**src/rtl/trans_link_pkg.sv**
```systemverilog
// Shared 8b/10b link word codes and TX framer state encoding.
// Used by trans_tx_framer and the far-end RX buffer controller.
package trans_link_pkg;

  localparam int unsigned WORD_W = 16;
  localparam int unsigned K_W    = 2;

  // Per-byte K flag, bit0 belongs to data[7:0]
  localparam logic [K_W-1:0]    K_DATA = 2'b00;
  localparam logic [K_W-1:0]    K_CTRL = 2'b01;
  localparam logic [K_W-1:0]    K_FILL = 2'b11;

  localparam logic [WORD_W-1:0] D_IDLE = 16'h50BC;
  localparam logic [WORD_W-1:0] D_FILL = 16'h1C1C;
  localparam logic [7:0]        C_SOF  = 8'hFB;
  localparam logic [7:0]        C_EOF  = 8'hFD;

  typedef struct packed {
    logic [K_W-1:0]    k;
    logic [WORD_W-1:0] data;
  } tx_word_t;

  localparam tx_word_t WORD_IDLE = '{k: K_CTRL, data: D_IDLE};
  localparam tx_word_t WORD_FILL = '{k: K_FILL, data: D_FILL};

  typedef enum logic [2:0] {
    ST_IDLE,
    ST_SOF,
    ST_PAYLOAD,
    ST_CSUM,
    ST_EOF
  } tx_state_e;

endpackage

```
**src/rtl/trans_tx_framer.sv**
```systemverilog
// TX framer: idles, SOF, fixed-length payload with fill, optional checksum, EOF.
// Optional checksum word enabled by `define TX_FRAME_CHECKSUM_EN.
module trans_tx_framer
  import trans_link_pkg::*;
#(
  parameter int unsigned FRAME_LEN = 256,
  parameter int unsigned IDLE_GAP  = 4
) (
  input  logic        clk_trans,
  input  logic        reset,
  input  logic        link_ready,
  input  logic [15:0] in_data,
  input  logic        in_valid,
  output logic        in_ready,
  output logic [15:0] tx_parallel_data,
  output logic [1:0]  tx_datak,
  output logic        busy,
  output logic        frame_done,
  output logic        frame_abort,
  output logic [15:0] frame_count,
  output logic [7:0]  abort_count
);

  localparam int unsigned CNT_W = 16;
  localparam logic [CNT_W-1:0] LAST_IDX = CNT_W'(FRAME_LEN - 1);
  localparam logic [CNT_W-1:0] GAP_MAX  = CNT_W'(IDLE_GAP);
  localparam logic [CNT_W-1:0] GAP_GO   = CNT_W'(IDLE_GAP - 1);

  tx_state_e        state_q;
  tx_word_t         word_q;
  logic [CNT_W-1:0] gap_q;
  logic [CNT_W-1:0] pay_q;
  logic [7:0]       seq_q;
  logic             done_q;
  logic             abort_q;
  logic [15:0]      fcnt_q;
  logic [7:0]       acnt_q;
`ifdef TX_FRAME_CHECKSUM_EN
  logic [15:0]      csum_q;
`endif

  assign in_ready         = (state_q == ST_PAYLOAD) && link_ready;
  assign tx_parallel_data = word_q.data;
  assign tx_datak         = word_q.k;
  assign busy             = (state_q != ST_IDLE);
  assign frame_done       = done_q;
  assign frame_abort      = abort_q;
  assign frame_count      = fcnt_q;
  assign abort_count      = acnt_q;

  // gap_q counts idle words already on the wire since EOF/abort/reset
  always_ff @(posedge clk_trans or posedge reset) begin
    if (reset) begin
      state_q <= ST_IDLE;
      word_q  <= WORD_IDLE;
      gap_q   <= '0;
      pay_q   <= '0;
      seq_q   <= '0;
      done_q  <= 1'b0;
      abort_q <= 1'b0;
      fcnt_q  <= '0;
      acnt_q  <= '0;
`ifdef TX_FRAME_CHECKSUM_EN
      csum_q  <= '0;
`endif
    end else begin
      done_q  <= 1'b0;
      abort_q <= 1'b0;
      word_q  <= WORD_IDLE;
      if ((state_q != ST_IDLE) && !link_ready) begin
        // Drop the frame without EOF; seq is reused by the next frame
        state_q <= ST_IDLE;
        gap_q   <= '0;
        abort_q <= 1'b1;
        if (acnt_q != 8'hFF) acnt_q <= acnt_q + 8'd1;
      end else begin
        unique case (state_q)
          ST_IDLE: begin
            if (gap_q < GAP_MAX) gap_q <= gap_q + CNT_W'(1);
            if ((gap_q >= GAP_GO) && link_ready && in_valid) state_q <= ST_SOF;
          end
          ST_SOF: begin
            word_q  <= '{k: K_CTRL, data: {seq_q, C_SOF}};
            pay_q   <= '0;
`ifdef TX_FRAME_CHECKSUM_EN
            csum_q  <= '0;
`endif
            state_q <= ST_PAYLOAD;
          end
          ST_PAYLOAD: begin
            if (in_valid) begin
              word_q <= '{k: K_DATA, data: in_data};
              pay_q  <= pay_q + CNT_W'(1);
`ifdef TX_FRAME_CHECKSUM_EN
              csum_q <= csum_q + in_data;
              if (pay_q == LAST_IDX) state_q <= ST_CSUM;
`else
              if (pay_q == LAST_IDX) state_q <= ST_EOF;
`endif
            end else begin
              word_q <= WORD_FILL;
            end
          end
`ifdef TX_FRAME_CHECKSUM_EN
          ST_CSUM: begin
            word_q  <= '{k: K_DATA, data: csum_q};
            state_q <= ST_EOF;
          end
`endif
          ST_EOF: begin
            word_q  <= '{k: K_CTRL, data: {seq_q, C_EOF}};
            done_q  <= 1'b1;
            fcnt_q  <= fcnt_q + 16'd1;
            seq_q   <= seq_q + 8'd1;
            gap_q   <= '0;
            state_q <= ST_IDLE;
          end
          default: state_q <= ST_IDLE;
        endcase
      end
    end
  end

endmodule
```
**config.mk**
```make
export PLATFORM = sky130hd
export DESIGN_NAME = trans_tx_framer
export DESIGN_NICKNAME = d
export VERILOG_FILES = /design/src/rtl/trans_link_pkg.sv /design/src/rtl/trans_tx_framer.sv
export SDC_FILE = /design/constraint.sdc
export NUM_CORES = 1
export LEC_CHECK = 0
export BUFFER_PORTS_ARGS = -buffer_cell sky130_fd_sc_hd__buf_4
export CAP_MARGIN = 20
export CORE_ASPECT_RATIO = 0.75
export CORE_MARGIN = 2
export CORE_UTILIZATION = 50
export CTS_CLUSTER_DIAMETER = 150
export DETAILED_ROUTE_END_ITERATION = 7
export PLACE_DENSITY = 0.79
export SYNTH_ARGS = -nofsm -noshare
export SYNTH_HDL_FRONTEND = slang
export SYNTH_SLANG_ARGS = --single-unit
```
**constraint.sdc**
```tcl
create_clock -name clk_trans -period 4.5 [get_ports clk_trans]
set_input_delay 0.9 -clock clk_trans [delete_from_list [all_inputs] [get_ports clk_trans]]
set_output_delay 0.9 -clock clk_trans [all_outputs]
set_load 0.02 [all_outputs]
```
==> reports/qor.yml <==
run_status:
  outcome: "finished clean"
floorplanning:
  die_y_um: 79.7
  dieArea_um2: 8360
  rows: 27
  coreArea_um2: 7360
  io_pins: 66
  die_x_um: 105
  start_util_pct: 51.9
clock_tree:
  cts_tree: "done"
  hold_buffers: 0
  cts_buffers: 9
  root_buffer: "clkbuf_8"
  cts_sinks: 87
  cts_setup_buffers: 0
  htreeDepth: 3
  clock_path_buffers: 2
  worstSkewPairLatency_ns: 0.36
  cts_resized: 0
  clk_pin_slew_worst_paths_ns: 0.09
yosys:
  synth_sequential_area_ratio_pct: 57.3
  async_flop_share_pct: 100
  synth_area_um2: 3820
  synthFlopType: "dfrtp_1"
  synthCells: 340
  yosysTopAreaCell: "dfrtp_1"
  ys_warn_count: 0
  syn_nets: 365
  synth_area_per_cell_um2: 11.2
  synthTopCellsByCount: "79 x dfrtp_1, 31 x nand2_1, 22 x nor2_1"
  ys_seq_elements: 87
  synth-edff-count: 0
  synth_cell_types: 48
  synth.most_common_cell: "dfrtp_1"
  synth_top_area_share_pct: 51.8
  ys_top_cells_by_area: "dfrtp_1 52%, dfstp_2 5.5%, xor2_1 3.9%"
global_route:
  grt_pass1_vias: 2723
  grt_max_degree: 51
  grt_overflow: 0
  grt_pass1_wl_um: 12900
  grt_use_total_pct: 19.6
  grt_antenna_before_repair: 0
route:
  wl_um: 7490
  drc_errors: 0
  viasPerCell: 5.46
  wl_per_cell_um: 14.7
  dr.first_iter.drc_count: 134
  vias: 2790
  postRouteAntennaNets: 0
  drtPass1Iterations: 4
sta:
  hold_viol: 0
  min_period_over_period_pct: 58.3
  tns_ns: 0
  relSlewSlack_pct: 44.0
  worst_slew_pin_slew_ns: 0.839
  whs_ns: 0.470
  rsz0062_at_grt: "no"
  clock_skew_ns: 0.0143
  period_minus_slack_ns: 2.63
  fmax_mhz: 381
  slew_viol_final: 0
  setup_viol: 0
layout:
  drive_gt1_share_pct: 25.4
  final_util_pct: 62.1
  instances_no_fill: 511
  layout.nets: 430
  syn_to_final_growth_pct: 19.8
  antenna_cells: 0
  num-fill-cells: 616
placed_design:
  port_buffers: 65
  gp_congestion: 0.852
  dp_cells: 495
  hpwlAfterDp_um: 5320
pwr:
  finalPower_mw: 1.82
  p_leak_nw: 2.19
  ir_drop_mv: 0.273
  p_per_area_nw_per_um2: 399
min_path:
  hp-class: "flop to flop"
  min_from: "seq_q[7]"
setup_path:
  crit_required_ns: 3.60
  end_kind: "primary output"
  rr_startpoint: "state_q[0]"
  crit_path_start: "link_ready"
  worst-setup-path-type: "input port to primary output"
  path_max_fanout: 10
  start_kind: "input port"
  worst_ep_arrival_time_ns: 1.73
run:
  cap_violations: 0
-- through the flow --
stage / setup WS (ns) / cell area (µm²)
4_1_cts: 1.89 / 4570
6_report: 1.87 / 4570
2_1_floorplan: 1.36 / 3820
3_5_place_dp: 1.90 / 4370
5_1_grt: 1.82 / 4570
3_3_place_gp: 1.92 / 4370
-- flip-flops by register name, summed over array words and instances, names as in the netlist --
register          flops
abort_count           8
frame_abort           1
frame_count          16
frame_done            1
gap_q                16
pay_q                16
seq_q                 8
state_q               3
tx_datak              2
tx_parallel_data     16
-- worst max-delay path: stages --
cell      delay (ns)
buf_4           0.15
and2b_2         0.26
nand3b_1        0.17
inv_1           0.08
buf_4           0.16
-- worst paths after layout --
path / end / slack (ns) / cells after the start
max in group asynchronous: tx_parallel_data[5] / 2.81 / 3
worst max register to register: pay_q[15] / 2.21 / 4
worst max-delay path: in_ready / 1.87 / 5
min in group asynchronous: frame_count[8] / 0.69 / 2
worst min-delay path: seq_q[7] / 0.47 / 1
worst min register to register: seq_q[7] / 0.47 / 1
-- cells in the final DEF (no fill, tap or decap), types with 6 or more instances in the layout --
cell type  instances
nand2_1           31
or4_1              9
nor2_1            22
dfrtp_1           79
buf_4             66
nand4_1           10
nand3_1           12
o21ai_0           12
and2_1            15
a21oi_1           16
xnor2_1           16
clkbuf_8           9
and4_1             6
o31ai_1            6
xor2_1            17
dfstp_2            8
-- cells by family after synthesis --
family / synth area share [%]
adder cells (fa/ha/maj): 1.64
flip-flops: 57.3
buffers and inverters: 2.56
multiplexers: 1.70
AO/OA/AOI/OAI: 8.68
XOR/XNOR: 7.57
AND/OR/NAND/NOR: 20.6
-- power by group --
group | internal, mW | switching [mW] | leakage [nW]
Clock | 0.263 | 0.286 | 0.106
Sequential | 0.852 | 0.0618 | 1.17
Combinational | 0.143 | 0.218 | 0.915
-- layout make-up --
| class | instances | area, µm² | share of cell area, % |
|---|---|---|---|
| flip-flops and latches | 87 | 2190 | 47.8 |
| multi-input cells | 235 | 1530 | 33.5 |
| repair buffers | 66 | 495 | 10.8 |
| well taps | 101 | 126 | 2.76 |
| clock buffers | 9 | 124 | 2.71 |
| clock inverters | 7 | 82.6 | 1.81 |
| inverters | 6 | 23.8 | 0.520 |
-- layer usage --
metal	up-vias	GRT usage [%]	share of wire, %
li1	1330	-	-
met4	0	6.27	0.67
met3	4	5.96	6.2
met5	-	0	0
met2	70	29.8	45
met1	1386	27.1	48
No activity file was read; power rests on OpenSTA's default activity.
